`config.mk`:
```
export PLATFORM = sky130hd
export DESIGN_NAME = mem_wb_pipe_stage
export DESIGN_NICKNAME = d
export VERILOG_FILES = /design/src/rtl/mem_wb_pkg.sv /design/src/rtl/mem_wb_pipe_stage_slot.sv /design/src/rtl/mem_wb_pipe_stage.sv
export SDC_FILE = /design/constraint.sdc
export NUM_CORES = 1
export LEC_CHECK = 0
export ABC_AREA = 1
export BUFFER_PORTS_ARGS = -buffer_cell sky130_fd_sc_hd__buf_2
export CAP_MARGIN = 20
export CORE_ASPECT_RATIO = 1.2
export CORE_MARGIN = 5
export CORE_UTILIZATION = 50
export CTS_CLUSTER_SIZE = 20
export DETAILED_ROUTE_END_ITERATION = 10
export MAX_ROUTING_LAYER = met4
export PLACE_DENSITY = 0.74
export SLEW_MARGIN = 20
export SYNTH_ARGS = -nofsm -noshare
export SYNTH_HDL_FRONTEND = slang
export SYNTH_HIERARCHICAL = 1
export SYNTH_SLANG_ARGS = --single-unit
```
`constraint.sdc`:
```
create_clock -name clk -period 9.88 [get_ports clk]
set_clock_uncertainty 0.2 [all_clocks]
set_input_delay 0.494 -clock clk [delete_from_list [all_inputs] [get_ports clk]]
set_output_delay 0.494 -clock clk [all_outputs]
set_load 0.02 [all_outputs]
```
`src/rtl/mem_wb_pkg.sv`:
```
// mem_wb_pkg: shared definitions for the MEM->WB pipeline stage.
//   - FSM state encoding (EMPTY / BUSY / FULL)
//   - payload width helper and payload field offsets
// Payload layout, MSB to LSB:
//   {reg_write, mem_to_reg, read_data[DATA_W], alu_result[DATA_W], rd[RD_W]}
package mem_wb_pkg;

  localparam logic [1:0] EMPTY = 2'd0;  // no entry held
  localparam logic [1:0] BUSY  = 2'd1;  // main slot holds an entry
  localparam logic [1:0] FULL  = 2'd2;  // main and skid slots both hold entries

  function automatic int PAYLOAD_W(input int data_w, input int rd_w);
    return 2 * data_w + rd_w + 2;
  endfunction

  function automatic int off_rd();
    return 0;
  endfunction

  function automatic int off_alu(input int rd_w);
    return rd_w;
  endfunction

  function automatic int off_read_data(input int data_w, input int rd_w);
    return rd_w + data_w;
  endfunction

  function automatic int off_mem_to_reg(input int data_w, input int rd_w);
    return rd_w + 2 * data_w;
  endfunction

  function automatic int off_reg_write(input int data_w, input int rd_w);
    return rd_w + 2 * data_w + 1;
  endfunction

endpackage

```
`src/rtl/mem_wb_pipe_stage_slot.sv`:
```
// pipe_slot: one storage slot of the MEM->WB stage, a valid bit plus a
// payload register.
// Ports:
//   i_clk    rising-edge clock
//   i_rst    asynchronous active-high reset (clears valid and payload)
//   i_load   capture i_data and set valid
//   i_clear  drop the entry (valid <= 0); payload keeps its stale value
//   i_data   payload to capture
//   o_valid  slot holds an entry
//   o_data   held payload
// i_clear wins over i_load so a flush always empties the slot.
module pipe_slot #(
  parameter int PW = 8
) (
  input  logic          i_clk,
  input  logic          i_rst,
  input  logic          i_load,
  input  logic          i_clear,
  input  logic [PW-1:0] i_data,
  output logic          o_valid,
  output logic [PW-1:0] o_data
);

  logic          r_valid;
  logic [PW-1:0] r_data;

  always_ff @(posedge i_clk or posedge i_rst) begin
    if (i_rst) begin
      r_valid <= 1'b0;
      r_data  <= '0;
    end else if (i_clear) begin
      r_valid <= 1'b0;
    end else if (i_load) begin
      r_valid <= 1'b1;
      r_data  <= i_data;
    end
  end

  assign o_valid = r_valid;
  assign o_data  = r_data;

endmodule

```
`src/rtl/mem_wb_pipe_stage.sv`:
```
// mem_wb_pipe_stage: MEM->WB pipeline register with valid/ready flow
// control, a 2-entry skid buffer, synchronous flush, x0 write suppression
// and a saturating stall counter. Latency 1 cycle, throughput 1/cycle.
// Ports:
//   clk, reset                 clock, asynchronous active-high reset
//   flush                      synchronous flush of held and incoming entries
//   valid_m / ready_m          upstream handshake (ready_m is registered)
//   reg_write_m .. rd_m        upstream payload
//   valid_w / ready_w          downstream handshake
//   reg_write_w .. rd_w        payload from the main slot (reg_write qualified)
//   stall_cnt                  saturating count of back-pressured cycles
//   dbg_state                  current FSM state (EMPTY/BUSY/FULL)
//
// Handshake: a transfer happens on a rising edge where valid and ready are
// both high. valid_w/payload stay stable while valid_w & ~ready_w. ready_m
// is ~skid_valid, taken straight from the skid slot register, so there is
// no combinational path from ready_w to ready_m.
module mem_wb_pipe_stage
  import mem_wb_pkg::*;
#(
  parameter int DATA_W      = 64,
  parameter int RD_W        = 5,
  parameter int CNT_W       = 16,
  parameter int SUPPRESS_X0 = 1
) (
  input  logic              clk,
  input  logic              reset,
  input  logic              flush,
  input  logic              valid_m,
  output logic              ready_m,
  input  logic              reg_write_m,
  input  logic              mem_to_reg_m,
  input  logic [DATA_W-1:0] read_data_m,
  input  logic [DATA_W-1:0] alu_result_m,
  input  logic [RD_W-1:0]   rd_m,
  output logic              valid_w,
  input  logic              ready_w,
  output logic              reg_write_w,
  output logic              mem_to_reg_w,
  output logic [DATA_W-1:0] read_data_w,
  output logic [DATA_W-1:0] alu_result_w,
  output logic [RD_W-1:0]   rd_w,
  output logic [CNT_W-1:0]  stall_cnt,
  output logic [1:0]        dbg_state
);

  localparam int PW       = PAYLOAD_W(DATA_W, RD_W);
  localparam int O_RD     = off_rd();
  localparam int O_ALU    = off_alu(RD_W);
  localparam int O_RDATA  = off_read_data(DATA_W, RD_W);
  localparam int O_M2R    = off_mem_to_reg(DATA_W, RD_W);
  localparam int O_RW     = off_reg_write(DATA_W, RD_W);
  localparam logic [CNT_W-1:0] CNT_MAX = '1;

  logic [1:0]    r_state;
  logic [1:0]    w_state_next;
  logic [PW-1:0] w_in_payload;
  logic [PW-1:0] w_main_din;
  logic [PW-1:0] w_main_data;
  logic [PW-1:0] w_skid_data;
  logic          w_main_valid;
  logic          w_skid_valid;
  logic          w_main_load;
  logic          w_main_clear;
  logic          w_skid_load;
  logic          w_skid_clear;
  logic          w_accept;
  logic          w_retire;
  logic          w_x0_ok;
  logic [CNT_W-1:0] r_stall_cnt;

  assign w_in_payload = {reg_write_m, mem_to_reg_m, read_data_m, alu_result_m, rd_m};
  assign w_accept     = valid_m & ready_m;
  assign w_retire     = valid_w & ready_w;

  // State register
  always_ff @(posedge clk or posedge reset) begin
    if (reset) r_state <= EMPTY;
    else       r_state <= w_state_next;
  end

  // Next-state logic; flush overrides every transition
  always_comb begin
    w_state_next = r_state;
    if (flush) begin
      w_state_next = EMPTY;
    end else begin
      case (r_state)
        EMPTY:   if (w_accept) w_state_next = BUSY;
        BUSY: begin
          if (w_accept && !w_retire)      w_state_next = FULL;
          else if (!w_accept && w_retire) w_state_next = EMPTY;
        end
        FULL:    if (w_retire) w_state_next = BUSY;
        default: w_state_next = EMPTY;
      endcase
    end
  end

  // Slot control outputs
  always_comb begin
    w_main_load  = 1'b0;
    w_main_clear = 1'b0;
    w_main_din   = w_in_payload;
    w_skid_load  = 1'b0;
    w_skid_clear = 1'b0;
    if (flush) begin
      w_main_clear = 1'b1;
      w_skid_clear = 1'b1;
    end else begin
      case (r_state)
        EMPTY: w_main_load = w_accept;
        BUSY: begin
          if (w_accept && w_retire)       w_main_load  = 1'b1;
          else if (w_accept)              w_skid_load  = 1'b1;
          else if (w_retire)              w_main_clear = 1'b1;
        end
        FULL: begin
          // Skid entry moves up only when main retires, preserving order
          if (w_retire) begin
            w_main_din   = w_skid_data;
            w_main_load  = 1'b1;
            w_skid_clear = 1'b1;
          end
        end
        default: begin
          w_main_clear = 1'b1;
          w_skid_clear = 1'b1;
        end
      endcase
    end
  end

  pipe_slot #(.PW(PW)) u_main (
    .i_clk   (clk),
    .i_rst   (reset),
    .i_load  (w_main_load),
    .i_clear (w_main_clear),
    .i_data  (w_main_din),
    .o_valid (w_main_valid),
    .o_data  (w_main_data)
  );

  pipe_slot #(.PW(PW)) u_skid (
    .i_clk   (clk),
    .i_rst   (reset),
    .i_load  (w_skid_load),
    .i_clear (w_skid_clear),
    .i_data  (w_in_payload),
    .o_valid (w_skid_valid),
    .o_data  (w_skid_data)
  );

  // Stall counter saturates rather than wrapping; only reset clears it
  always_ff @(posedge clk or posedge reset) begin
    if (reset) begin
      r_stall_cnt <= '0;
    end else if (valid_w && !ready_w && !flush && (r_stall_cnt != CNT_MAX)) begin
      r_stall_cnt <= r_stall_cnt + CNT_W'(1);
    end
  end

  assign w_x0_ok = (SUPPRESS_X0 == 0) || (rd_w != '0);

  assign valid_w      = w_main_valid;
  assign ready_m      = ~w_skid_valid;
  assign reg_write_w  = w_main_data[O_RW] & w_main_valid & w_x0_ok;
  assign mem_to_reg_w = w_main_data[O_M2R];
  assign read_data_w  = w_main_data[O_RDATA +: DATA_W];
  assign alu_result_w = w_main_data[O_ALU +: DATA_W];
  assign rd_w         = w_main_data[O_RD +: RD_W];
  assign stall_cnt    = r_stall_cnt;
  assign dbg_state    = r_state;

endmodule

```
==> run_results.csv <==
group,metric,value,unit
finish,n_fill_cell,2238,
worst_setup_path,cp-start-kind,"flip-flop",
placement,gp_congestion,0.8974,
timing,whs,0.01686,ns
worst_setup_path,critPathSlowestCell,"buf_4",
finish,drive_gt1_share,24.39,%
clocking,numCtsBuffers,30,
timing,slew_viol_final,0,
routing,wl_per_cell,17.68,um
job,cap_violations,0,
clocking,htreeDepth,1,
power,pwr-share-seq,45.1,%
die,die_h,190.6,um
global_route,grt_pass1_wl,63.53,mm
global_route,antenna_found_initial,1,
placement,port_buffers,294,
power,peakVddDrop,0.0001689,V
clocking,cts_buffer_depth,3,
synth,synth_area,13590,um2
timing,fin_crit_sh,34.83,%
die,start_util,50.33,%
power,p_per_area,261.1,nW/um2
worst_setup_path,required,10.16,ns
die,std_cell_rows,66,
finish,nets,1974,
worst_setup_path,worstSetupPathType,"reg -> reg",
synth,ys_seq_area_share,53.40,%
worst_setup_path,crit_path_end_kind,"flip-flop",
global_route,grt_pass1_vias,12250,
routing,drt-pass1-iter-count,6,
finish,final_cell_mix,"nand2_1 (614), buf_2 (294), dfrtp_1 (290)",
worst_setup_path,worstPathMaxFanout,85,
global_route,gr-total-overflow,0,
timing,final-setup-viol-count,0,
timing,hold_viol_final,0,
clocking,root_buffer,"clkbuf_16",
outcome,status,"finished clean",
die,core,27000,um2
placement,hpwl,22.99,mm
synth,synth-seq-cells,290,
synth,netlist_instances,1514,
worst_setup_path,crit_top_cell,"nand2_1",
global_route,grt_max_degree,86,
power,combPwrFrac,28.6,%
die,io-pin-count,295,
timing,rsz0062_at_grt,"false",
synth,ys_types,26,
power,swShare,36.34,%
timing,max_freq,0.2906,GHz
worst_setup_path,arrival,3.72,ns
power,p_clk_share,26.3,%
die,dieArea,30590,um2
worst_setup_path,path_buf_inv,3,
routing,vias_per_cell,5.465,
routing,ant_nets,0,
timing,relSlewSlack,30.34,%
timing,tns,0,ns
clocking,cts.sinks,290,
worst_setup_path,crit_family,"buffers and inverters",
global_route,grt_util_all_layers,25.73,%
synth,avgSynthCellArea,8.977,um2
synth,ys.warnings.count,6,
clocking,cts_tree,"yes",
routing,wirelength,38.86,mm
timing,layout_min_cycle_time,3.441,ns
clocking,clk_pin_slew,0.06,ns
worst_setup_path,critPathMaxStageDelay,0.85,ns
finish,area_delta_synth_final,23.79,%
timing,tightest_slew,1.045,ns
power,p_sw,0.001596,W
clocking,clkLatencyLatePin,0.54,ns
finish,layout_commonest_cell,"nand2_1",
routing,drc,0,
worst_setup_path,worst-r2r-setup-slack,6.44,ns
routing,num_vias,12010,
synth,syn-num-nets,1655,
min_path,hold_class,"in -> reg",
power,power.internal,0.002797,W
die,die_w,160.5,um
power,power_leakage,9.026,nW
worst_setup_path,crit_chain,"nand2_1 -> inv_2 -> nand2_1 -> o211ai_1 -> inv_4 -> nand2_4 -> buf_4 -> nand2_1 -> nand2_1",
routing,drtIter0Drc,892,
[cell usage after synthesis]
cell / n / area, um2
clkbuf_1: 4 / 15.01
mux2_2: 85 / 957.2
a21oi_1: 2 / 10.01
mux2_1: 50 / 563.0
buf_6: 10 / 112.6
inv_1: 25 / 93.84
nand4_1: 8 / 50.05
nor3_1: 1 / 5.000
nor2_4: 1 / 11.26
buf_2: 53 / 265.3
o21ai_1: 4 / 20.02
nor2_1: 24 / 90.09
xnor2_1: 2 / 17.52
dfrtp_1: 290 / 7257
nand3_4: 1 / 17.52
buf_1: 4 / 15.01
nand3b_1: 2 / 15.01
nand2_1: 614 / 2305
o21ai_0: 8 / 40.04
buf_4: 32 / 240.2
a211oi_1: 1 / 7.510
ha_1: 1 / 12.51
nand2_4: 2 / 22.52
inv_2: 5 / 18.77
nand3_1: 284 / 1421
o211ai_1: 1 / 7.510
[sequential cells by signal (all words and copies together) (netlist names)]
register,flops
u_skid/o_data,135
u_skid/o_valid,1
stall_cnt,16
dbg_state,2
u_main/o_valid,1
u_main/o_data,135
[power groups by stage]
stage	clock (W)	combinational, W	sequential [W]
2_1_floorplan	0	0.000529	0.00221
3_3_place_gp	0	0.00119	0.00197
3_5_place_dp	0	0.00123	0.00199
4_1_cts	0.00118	0.00126	0.00197
5_1_grt	0.00123	0.00140	0.00204
6_report	0.00115	0.00126	0.00198
[logic make-up (layout without fill, tap and decap cells)]
kind of cell	Yosys count	in the layout	synth area share (%)
adders and majority gates	1	1	0.09205
and+or+nand+nor	937	937	28.97
AOI/OAI and AO/OA	16	16	0.6261
DFF	290	290	53.40
muxes	135	135	11.19
xor gates and xnor gates	2	2	0.1289
other	0	1	0
buffers and inverters	133	476	5.597
[final timing paths]
path                                               start                             end  cells after the start
max                           u_main/o_valid$_DFFE_PP0P_   u_skid/o_data[63]$_DFFE_PP0P_                      9
min                                     alu_result_m[15]   u_skid/o_data[20]$_DFFE_PP0P_                      3
max reg2reg                   u_main/o_valid$_DFFE_PP0P_   u_skid/o_data[63]$_DFFE_PP0P_                      9
min reg2reg                u_skid/o_data[11]$_DFFE_PP0P_   u_skid/o_data[11]$_DFFE_PP0P_                      2
max in group asynchronous                          reset  u_main/o_data[119]$_DFFE_PP0P_                      4
min in group asynchronous                          reset   u_skid/o_data[54]$_DFFE_PP0P_                      3
[worst min-delay path, delay by kind of cell]
kind                   cells  cell delay (ns)
buffers and inverters      1             0.09
and+or+nand+nor            2             0.14
[layer usage]
metal | share of wire [%] | vias to the layer above | track usage (%)
met5 | 0 | - | -
met4 | 2.6 | 0 | 7.514
met3 | 6.9 | 68 | 3.784
met2 | 48 | 506 | 41.33
met1 | 42 | 5865 | 34.39
li1 | - | 5573 | -
[per-stage QoR]
step | area, um2 | worst slack, ns | power, W | std cells | utilization, %
floorplan | 13590 | 5.547 | 0.002737 | 1514 | -
global placement | 14950 | 6.454 | 0.003160 | 2056 | 55.37
detailed placement | 14950 | 6.444 | 0.003216 | 2056 | 55.37
CTS | 16820 | 6.480 | 0.004414 | 2197 | 62.28
global route | 16820 | 6.199 | 0.004668 | 2198 | 62.30
finish | 16820 | 6.439 | 0.004393 | 2198 | 62.30
[cell type report]
| type | instances | area, um2 | area share (%) |
|---|---|---|---|
| repair buffers | 390 | 2409 | 14.32 |
| well taps | 340 | 425.4 | 2.529 |
| multi-input cells | 1091 | 5584 | 33.19 |
| clock buffers | 41 | 853.3 | 5.072 |
| diodes | 1 | 2.502 | 0.01487 |
| flip-flops and latches | 290 | 7257 | 43.14 |
| clock inverters | 15 | 162.7 | 0.9668 |
| inverters | 30 | 130.1 | 0.7735 |
[timing repair]
action | CTS | global route
endpoints found under the hold margin | 231 | 0
buffers inserted | 0 | 0
hold buffers | 85 | 0
gates resized for setup | 0 | 0
No activity file was read; power rests on OpenSTA's default activity.
